[src/rtl/udc_bus_master.sv]
// Host-side initiator for the up/down counter register bus (ncs/nwr/nrd/A1:A0/data) plus start pulse.
// Optional macro UDC_BM_STATS_EN adds saturating completed-write/read counters (wr_cnt_o, rd_cnt_o).
module udc_bus_master #(
  parameter int DW     = 8,
  parameter int SETUP  = 1,
  parameter int STROBE = 2,
  parameter int HOLD   = 1
) (
  input  logic          clock_i,
  input  logic          reset_i,
  input  logic          req_valid_i,
  output logic          req_ready_o,
  input  logic          req_wr_i,
  input  logic [1:0]    req_addr_i,
  input  logic [DW-1:0] req_wdata_i,
  output logic          rsp_valid_o,
  output logic [DW-1:0] rsp_rdata_o,
  input  logic          start_req_i,
  output logic          ncs_o,
  output logic          nwr_o,
  output logic          nrd_o,
  output logic          a0_o,
  output logic          a1_o,
  output logic [DW-1:0] d_o,
  output logic          d_oe_o,
  input  logic [DW-1:0] d_i,
  output logic          busy_o,
`ifdef UDC_BM_STATS_EN
  output logic [15:0]   wr_cnt_o,
  output logic [15:0]   rd_cnt_o,
`endif
  output logic          start_o
);

  // state     | meaning
  // ST_IDLE   | bus released, ncs high; accepts requests or fires a pending start
  // ST_SETUP  | ncs low, address (and write data) driven ahead of the strobe
  // ST_STROBE | nwr or nrd low; read data captured on the last cycle's edge
  // ST_HOLD   | strobe released, ncs/address/data still held
  localparam logic [1:0] ST_IDLE   = 2'd0;
  localparam logic [1:0] ST_SETUP  = 2'd1;
  localparam logic [1:0] ST_STROBE = 2'd2;
  localparam logic [1:0] ST_HOLD   = 2'd3;

  localparam logic [7:0] SETUP_LD  = 8'(SETUP - 1);
  localparam logic [7:0] STROBE_LD = 8'(STROBE - 1);
  localparam logic [7:0] HOLD_LD   = 8'(HOLD - 1);

  logic [1:0]    state_q, state_d;
  logic [7:0]    cnt_q, cnt_d;
  logic          wr_q, wr_d;
  logic [1:0]    addr_q, addr_d;
  logic [DW-1:0] wdata_q, wdata_d;
  logic [DW-1:0] rdata_q, rdata_d;
  logic          rsp_valid_q, rsp_valid_d;
  logic          start_pend_q, start_pend_d;

  logic idle, last, start_fire, accept;

  assign idle       = (state_q == ST_IDLE);
  assign last       = (cnt_q == 8'd0);
  assign start_fire = idle & start_pend_q;
  assign accept     = req_valid_i & req_ready_o;

  always_comb begin
    state_d     = state_q;
    cnt_d       = cnt_q;
    wr_d        = wr_q;
    addr_d      = addr_q;
    wdata_d     = wdata_q;
    rdata_d     = rdata_q;
    rsp_valid_d = 1'b0;
    // a request arriving on the firing cycle re-arms the flag; earlier ones merge
    start_pend_d = start_req_i | (start_pend_q & ~start_fire);
    case (state_q)
      ST_IDLE: begin
        if (accept) begin
          wr_d    = req_wr_i;
          addr_d  = req_addr_i;
          wdata_d = req_wdata_i;
          rdata_d = '0;
          cnt_d   = SETUP_LD;
          state_d = ST_SETUP;
        end
      end
      ST_SETUP: begin
        if (last) begin
          cnt_d   = STROBE_LD;
          state_d = ST_STROBE;
        end else begin
          cnt_d = cnt_q - 8'd1;
        end
      end
      ST_STROBE: begin
        if (last) begin
          if (!wr_q) rdata_d = d_i;
          cnt_d   = HOLD_LD;
          state_d = ST_HOLD;
        end else begin
          cnt_d = cnt_q - 8'd1;
        end
      end
      ST_HOLD: begin
        if (last) begin
          rsp_valid_d = 1'b1;
          state_d     = ST_IDLE;
        end else begin
          cnt_d = cnt_q - 8'd1;
        end
      end
      default: state_d = ST_IDLE;
    endcase
  end

  always_ff @(posedge clock_i or negedge reset_i) begin
    if (!reset_i) begin
      state_q      <= ST_IDLE;
      cnt_q        <= 8'd0;
      wr_q         <= 1'b0;
      addr_q       <= 2'b00;
      wdata_q      <= '0;
      rdata_q      <= '0;
      rsp_valid_q  <= 1'b0;
      start_pend_q <= 1'b0;
    end else begin
      state_q      <= state_d;
      cnt_q        <= cnt_d;
      wr_q         <= wr_d;
      addr_q       <= addr_d;
      wdata_q      <= wdata_d;
      rdata_q      <= rdata_d;
      rsp_valid_q  <= rsp_valid_d;
      start_pend_q <= start_pend_d;
    end
  end

  // every bus pin decodes from registered state only
  assign req_ready_o = idle & ~start_pend_q;
  assign start_o     = start_fire;
  assign busy_o      = ~idle;
  assign ncs_o       = idle;
  assign nwr_o       = ~((state_q == ST_STROBE) & wr_q);
  assign nrd_o       = ~((state_q == ST_STROBE) & ~wr_q);
  assign a0_o        = addr_q[0];
  assign a1_o        = addr_q[1];
  assign d_o         = wdata_q;
  assign d_oe_o      = ~idle & wr_q;
  assign rsp_valid_o = rsp_valid_q;
  assign rsp_rdata_o = rsp_valid_q ? rdata_q : '0;

`ifdef UDC_BM_STATS_EN
  logic [15:0] wr_cnt_q, rd_cnt_q;

  always_ff @(posedge clock_i or negedge reset_i) begin
    if (!reset_i) begin
      wr_cnt_q <= 16'd0;
      rd_cnt_q <= 16'd0;
    end else if (rsp_valid_d) begin
      if (wr_q && wr_cnt_q != 16'hFFFF) wr_cnt_q <= wr_cnt_q + 16'd1;
      if (!wr_q && rd_cnt_q != 16'hFFFF) rd_cnt_q <= rd_cnt_q + 16'd1;
    end
  end

  assign wr_cnt_o = wr_cnt_q;
  assign rd_cnt_o = rd_cnt_q;
`endif

endmodule

[config.mk]
export PLATFORM = sky130hd
export DESIGN_NAME = udc_bus_master
export DESIGN_NICKNAME = d
export VERILOG_FILES = /design/src/rtl/udc_bus_master.sv
export SDC_FILE = /design/constraint.sdc
export NUM_CORES = 1
export LEC_CHECK = 0
export CORE_MARGIN = 2
export CORE_UTILIZATION = 45
export DETAILED_ROUTE_END_ITERATION = 10
export PLACE_DENSITY = 0.82
export SLEW_MARGIN = 10
export SYNTH_ARGS = -nofsm -noshare
export SYNTH_HDL_FRONTEND = slang
export SYNTH_SLANG_ARGS = --single-unit
[constraint.sdc]
create_clock -name clock_i -period 2.7 [get_ports clock_i]
set_input_delay 0.675 -clock clock_i [delete_from_list [all_inputs] [get_ports clock_i]]
set_output_delay 0.675 -clock clock_i [all_outputs]
set_load 0.05 [all_outputs]
==> results.cfg <==
[status]
status = completed

[synth]
syn_nets = 190
synth_cells = 161
ys_warn_count = 0
yosysSeqAreaShare_pct = 47.7
yosysUniqueCellTypes = 37
synth_area_um2 = 1630
avgSynthCellArea_um2 = 10.1
ys_ff_latch = 31

[setup_path]
crit_fanout = 9
cp-start-kind = register
crit_required_ns = 2.03
cp.arrival_ns = 1.81
endpoint_kind = output port
cpPeakStageDelay_ns = 0.80
criticalPathCategory = reg2out
path_cells = and2_1, clkdlybuf4s50_1
slowest_stage = clkdlybuf4s50_1

[power]
p_per_area_nw_per_um2 = 350
seq_power_share_pct = 61.0
clkPwrFrac_pct = 33.0
p_sw_share_pct = 22.4
switchingPower_w = 0.000173
p_int_w = 0.000602
p_total_w = 0.000775
irDropWorstVdd_uv = 234
leakage_nw = 0.945
combPwrFrac_pct = 6.0

[grt]
grt_pass1_wl_um = 6420
grt_max_degree = 32
grt_usage_pct = 20.4
grt_overflow = 0
antenna_found_initial = 0
grt_pass1_vias = 1392

[worst_hold_path]
min_path_type = reg2reg

[sta]
fin_crit_ns = 2.49
finalCritPeriodShare_pct = 92.1
max_slew_margin_pct = 60.0
skew_ns = 0.0101
fmax_mhz = 402
worstMarginPinSlew_ns = 0.596
finalSetupTns_ns = 0
setup_viol = 0
slew_viol_final = 0
rsz0062_at_grt = false
hold_viol_final = 0

[drt]
viasPerCell = 5.27
vias = 1382
drtIter0Drc = 61
ant_nets = 0
firstDrtPassIters = 4
wl_per_cell_um = 14.7
wl_um = 3840
drc_errors = 0

[job]
cap_violations = 0

[cts]
cts_tree = yes
root_buffer = clkbuf_4
clk_path_buf_depth = 2
path_clk_slew_ns = 0.10
cts_inserted_buffers = 5
cts_hold_buf = 0
ctsHtreeMaxLevel = 2
insertion_delay_ns = 0.34
cts.sinks = 31

[layout]
nFillCells = 277
num-nets-final = 244
area_delta_synth_final_pct = 36.3
n_antenna_cell = 0
final_cell_mix = 41 x clkdlybuf4s50_1, 31 x dfrtp_1, 24 x nand2_1
layout_commonest_cell = clkdlybuf4s50_1
layout-drive-gt1-share_pct = 14.8

[floorplanning]
chipWidth_um = 64.1
die_h_um = 64.1
row_count = 21
dieArea_um2 = 4110
initial_core_util_pct = 47.6
coreArea_um2 = 3420
ioPinCount = 49

[place]
dp_hpwl_um = 2890
finalWeightedCongestion = 0.856
numPortBuffers = 48
[registers in the layout, indices dropped and copies added (netlist names)]
register,count
state_q,2
wr_q,1
rsp_valid_o,1
d_o,8
rdata_q,8
addr_q,2
cnt_q,8
start_pend_q,1
[cells by family (layout without fill, tap and decap cells)]
family,count (synthesis),after routing,synth area share [%]
AOI/OAI and AO/OA,29,29,12.8
xor gates and xnor gates,1,1,0.539
adders and majority gates,6,6,4.62
buffers and inverters,13,68,3.85
DFF,31,31,47.7
muxes,14,14,9.55
and+or+nand+nor,67,67,20.9
[repair_timing]
item,CTS,global route
setup buffers,0,0
gates resized for setup,1,0
hold endpoints to repair,0,0
setup endpoints to repair,1,0
[cell type report]
cell class              count  area [µm²]  area share [%]
clock inverters             1        5.00           0.226
multi-input cells         117         795            35.9
well taps                  46        57.6            2.60
flip-flops and latches     31         776            35.0
clock buffers               7        45.0            2.03
inverters                   8        30.0            1.36
repair buffers             52         507            22.9
[layer usage]
layer,vias up,wire length [µm],GRT usage (%)
li1,670,-,-
met5,-,0,0
met1,660,1540,23.6
met2,46,2060,36.2
met4,0,52,6.91
met3,6,191,5.81
[path summary, 6_finish.rpt]
check | startpoint | endpoint | slack [ns] | cells past startpoint
hold / removal | addr_q[0] | addr_q[0] | 0.51 | 1
setup / recovery | rsp_valid_o | rsp_rdata_o[2] | 0.21 | 2
setup reg to reg | cnt_q[0] | cnt_q[5] | 0.52 | 6
hold reg to reg | addr_q[0] | addr_q[0] | 0.51 | 1
max in group asynchronous | reset_i | cnt_q[1] | 1.68 | 2
min in group asynchronous | reset_i | rdata_q[3] | 0.72 | 2
[worst max-delay path, delay by kind of cell, from the launching register on]
kind | cells | cell delay [ns]
flip-flops | 1 | 0.48
AND/OR/NAND/NOR | 1 | 0.19
buffers and inverters | 1 | 0.80
[cell usage after synthesis]
library cell     number  area (µm²)
nor4_1                1        6.26
nand4_1               1        6.26
mux2i_1               2        20.0
a21oi_1               2        10.0
nor2_1                9        33.8
o22ai_1               1        6.26
nor3_1                6        30.0
o31ai_1               1        7.51
a221o_1               1        10.0
and2_1                9        56.3
nand3_1               4        20.0
clkbuf_1              3        11.3
nand2_1              24        90.1
nor2b_1               3        18.8
nand2b_1              2        12.5
or4b_4                1        13.8
or2b_2                1        8.76
a22o_1                1        8.76
mux2_2               12         135
nor4b_1               2        17.5
buf_6                 1        11.3
clkdlybuf4s18_2       1        10.0
nor3b_1               1        7.51
o31a_1                1        8.76
o41ai_1               1        8.76
dfrtp_1              31         776
and2_0                1        6.26
o311ai_0              1        8.76
o21ai_0              13        65.1
xnor2_1               1        8.76
o211ai_1              3        22.5
a2111oi_4             1        27.5
a21o_1                2        15.0
ha_1                  6        75.1
inv_1                 8        30.0
or3_1                 2        12.5
o221ai_1              1        8.76
[per-stage QoR]
step | worst slack [ns] | hold slack, ns | cells | area (µm²) | utilization, %
2_1_floorplan | 0.0434 | 0.379 | 161 | 1630 | -
3_3_place_gp | 0.359 | 0.487 | 254 | 2170 | 63.4
3_5_place_dp | 0.330 | 0.496 | 254 | 2170 | 63.4
4_1_cts | 0.193 | 0.517 | 262 | 2210 | 64.8
5_1_grt | 0.110 | 0.541 | 262 | 2210 | 64.8
6_report | 0.214 | 0.513 | 262 | 2210 | 64.8
[power groups by stage]
| stage | clock (W) | combinational (W) | sequential, W |
|---|---|---|---|
| 3_3_place_gp | 0 | 0.0000462 | 0.000482 |
| 3_5_place_dp | 0 | 0.0000475 | 0.000482 |
| 4_1_cts | 0.000269 | 0.0000478 | 0.000473 |
| 2_1_floorplan | 0 | 0.00000440 | 0.000481 |
| 5_1_grt | 0.000292 | 0.0000518 | 0.000474 |
| 6_report | 0.000256 | 0.0000465 | 0.000473 |
Note: power is estimated with default switching activity, not from simulation.
